## config.mk

```make
export PLATFORM = sky130hd
export DESIGN_NAME = control_unit_fsm
export DESIGN_NICKNAME = d
export VERILOG_FILES = /design/src/rtl/control_unit_fsm.sv
export SDC_FILE = /design/constraint.sdc
export NUM_CORES = 1
export LEC_CHECK = 0
export ABC_AREA = 0
export CORE_AREA = 4 4 43 45
export CTS_BUF_LIST = sky130_fd_sc_hd__clkbuf_8
export CTS_CLUSTER_DIAMETER = 120
export DETAILED_ROUTE_END_ITERATION = 8
export DIE_AREA = 0 0 47 49
export SLEW_MARGIN = 40
export SYNTH_ARGS = -nofsm -noshare
export SYNTH_HDL_FRONTEND = slang
export SYNTH_SLANG_ARGS = --single-unit
```

## constraint.sdc

```tcl
create_clock -name clock -period 2.2 [get_ports clock]
set_clock_uncertainty 0.1 [all_clocks]
set_input_delay 0.44 -clock clock [delete_from_list [all_inputs] [get_ports clock]]
set_output_delay 0.44 -clock clock [all_outputs]
set_load 0.02 [all_outputs]
```

## src/rtl/control_unit_fsm.sv

```systemverilog
// Multicycle control unit: sequences e/s0/s1/s2 per mode, pulses done.
// Outputs are registered from the next-state decode, so they track state.
module control_unit_fsm (
  input  logic clock,
  input  logic reset,
  input  logic start,
  input  logic mode,
  output logic e,
  output logic s0,
  output logic s1,
  output logic s2,
  output logic done
);

  typedef enum logic [2:0] {
    IDLE = 3'd0,
    LOAD = 3'd1,
    C1   = 3'd2,
    C2   = 3'd3,
    C3   = 3'd4,
    C4   = 3'd5,
    DONE = 3'd6
  } state_t;

  state_t state;
  state_t nxt;
  logic   mode_r;
  logic [4:0] nxt_out;

  always_comb begin
    nxt = IDLE;
    unique case (state)
      IDLE:    nxt = start ? LOAD : IDLE;
      LOAD:    nxt = C1;
      C1:      nxt = C2;
      C2:      nxt = mode_r ? C3 : DONE;
      C3:      nxt = C4;
      C4:      nxt = DONE;
      DONE:    nxt = IDLE;
      default: nxt = IDLE;
    endcase
  end

  // {e,s0,s1,s2,done} for the state being entered
  always_comb begin
    nxt_out = 5'b00000;
    unique case (nxt)
      LOAD:    nxt_out = 5'b11000;
      C1:      nxt_out = 5'b10100;
      C2:      nxt_out = 5'b10010;
      C3:      nxt_out = 5'b10110;
      C4:      nxt_out = 5'b11100;
      DONE:    nxt_out = 5'b00001;
      default: nxt_out = 5'b00000;
    endcase
  end

  always_ff @(posedge clock or negedge reset) begin
    if (!reset) begin
      state  <= IDLE;
      mode_r <= 1'b0;
      e      <= 1'b0;
      s0     <= 1'b0;
      s1     <= 1'b0;
      s2     <= 1'b0;
      done   <= 1'b0;
    end else begin
      state <= nxt;
      if (state == IDLE && start)
        mode_r <= mode;
      {e, s0, s1, s2, done} <= nxt_out;
    end
  end

endmodule

```

==> results_dict.tcl <==
set metrics [dict create \
    slew_violations 0 \
    async_flop_share_pct 100 \
    synth.area.mux_share_pct 2.71 \
    post-route-util_pct 36.3 \
    synthCells 34 \
    p_clk_share_pct 21.4 \
    clk_pin_slew_ns 0.04 \
    rsz0062_at_grt "no" \
    avgSynthCellArea_um2 12.2 \
    clkSinkCount 9 \
    synth_nets 38 \
    die_y_um 49 \
    p_sw_share_pct 36.2 \
    start_util_pct 28.2 \
    period_minus_slack_ns 1.67 \
    final_common_cell "dfrtp_1" \
    grt_pass1_wl_um 1190 \
    vias_per_cell 4.73 \
    power.density_mw_per_mm2 1580 \
    p_total_uw 844 \
    path_buf_inv 1 \
    tns_ns 0 \
    worstPathMaxFanout 1 \
    setup_viol 0 \
    run_status "complete, no violations" \
    clk_latency_ns 0.23 \
    dp_slack_ns 0.479 \
    antenna_found_initial 0 \
    io_buffers 8 \
    synthAdderAreaFrac_pct 0 \
    stdcell_count 59 \
    postCtsSetupRepairBufs 0 \
    max_slew_margin_pct 73.1 \
    synth_edf_count 0 \
    power.leakage_nw 0.228 \
    hold_buffers 0 \
    route.vias.total 279 \
    tightest_slew_ns 0.402 \
    arrival_ns 1.13 \
    crit_slowest_cell "clkdlybuf4s50_1" \
    power_frac_comb_pct 36.8 \
    n_antenna_cell 0 \
    crit_family "buffers and inverters" \
    cts-resized-gates 0 \
    fmax_mhz 598 \
    drive_gt1_share_pct 16.3 \
    finalCritPeriodShare_pct 76.1 \
    start_kind "flip-flop" \
    syn_area_um2 415 \
    min_path_type "input pin to async pin" \
    finalHoldViolations 0 \
    grt-ovfl-total 0 \
    drc 0 \
    cts_buffer_depth 2 \
    gp_congestion 0.650 \
    grt.total_usage_pct 7.73 \
    synth_compound_area_share_pct 15.4 \
    final_cell_mix "dfrtp_1, clkdlybuf4s50_1, clkbuf_8" \
    ir_worst_vdd_mv 0.388 \
    ys_warn_count 0 \
    synth_top_family_by_area "simple AND/OR/NAND/NOR gates" \
    crit_path_max_incr_delay_ns 0.59 \
    synthFlopType "dfrtp_1" \
    grt_max_degree 14 \
    ioPinCount 9 \
    cts_buffers 3 \
    synth.distinct_cells 22 \
    cts-root-buf "clkbuf_8" \
    pwr-share-seq_pct 41.9 \
    drt_iter0_drc 6 \
    area_growth_syn_to_layout_pct 28.6 \
    ant_nets 0 \
    synth_seq_area_share_pct 54.2 \
    power_switching_uw 305 \
    internal_power_uw 539 \
    htreeDepth 1 \
    dr.pass1.iters 3 \
    nets 48 \
    cts_tree "built" \
    avgRoutedWirePerCell_um 12.1 \
    grt_pass1_vias 272 \
    die_w_um 47 \
    synth-simple-area-share_pct 20.5 \
    ys_ff_latch 9 \
    routed_wl_um 713 \
    dpl.cell_count 55 \
    dieArea_mm2 0.00230 \
    yosys.area_share.xor_xnor_pct 0 \
    num_rows 14 \
    cp.required_ns 1.66 \
    crit_chain "clkdlybuf4s50_1" \
    setup_ws_ns 0.527 \
    max_cap_violations 0 \
    critPathKind "flip-flop to output port" \
    core_mm2 0.00147 \
    endpoint_kind "output port" \
]
[flip-flops by register name, indices dropped and copies added (netlist names)]
register  count
done          1
e             1
state         3
s0            1
s1            1
s2            1
mode_r        1
[power by group through the flow]
stage / combinational, mW / sequential (mW) / clock, mW
5_1_grt: 0.341 / 0.375 / 0.197
3_3_place_gp: 0.310 / 0.353 / 0
6_report: 0.310 / 0.353 / 0.180
2_1_floorplan: 0.244 / 0.338 / 0
3_5_place_dp: 0.312 / 0.355 / 0
4_1_cts: 0.315 / 0.352 / 0.189
[stage by stage]
step	hold slack [ns]	instance area [µm²]
after global routing	0.441	534
after detailed placement	0.489	489
final	0.410	534
after global placement	0.493	489
after CTS	0.422	534
after floorplan	0.0444	415
[cell families (layout without fill, tap and decap cells)]
group,after synthesis,count (layout)
compound gates,8,8
buf+inv,4,13
flops,9,9
mux,1,1
simple gates,12,12
[layout make-up]
type	instances	area (µm²)
tap	16	20.0
sequential	9	225
clock buffer	3	41.3
clock inverter	1	3.75
timing repair buffer	8	80.1
multi-input combinational	21	160
fill	154	937
inverter	1	3.75
[per-layer routing]
| metal | vias up | global-route usage, % | share of wire [%] |
|---|---|---|---|
| met1 | 132 | 9.19 | 44 |
| li1 | 138 | - | - |
| met3 | 2 | 2.21 | 5.9 |
| met5 | - | 0 | 0 |
| met2 | 7 | 9.95 | 47 |
| met4 | 0 | 8.29 | 2.8 |
[worst paths after layout]
path	to	depth (start not counted)	slack, ns	from
worst min-delay path	mode_r$_DFFE_PN0P_	1	0.41	reset
max in group asynchronous	e$_DFF_PN0_	1	1.31	reset
worst min register to register	mode_r$_DFFE_PN0P_	1	0.50	mode_r$_DFFE_PN0P_
worst max-delay path	s2	1	0.53	s2$_DFF_PN0_
min in group clock	mode_r$_DFFE_PN0P_	1	0.50	mode_r$_DFFE_PN0P_
worst max register to register	mode_r$_DFFE_PN0P_	2	0.81	state[1]$_DFF_PN0_
[synthesized netlist by cell type (2+ instances only)]
cell type / n / area, µm²
dfrtp_1: 9 / 225
o21a_1: 2 / 15.0
nor3_1: 2 / 10.0
nand2b_1: 2 / 12.5
buf_4: 2 / 15.0
No activity file was read; power rests on OpenSTA's default activity.
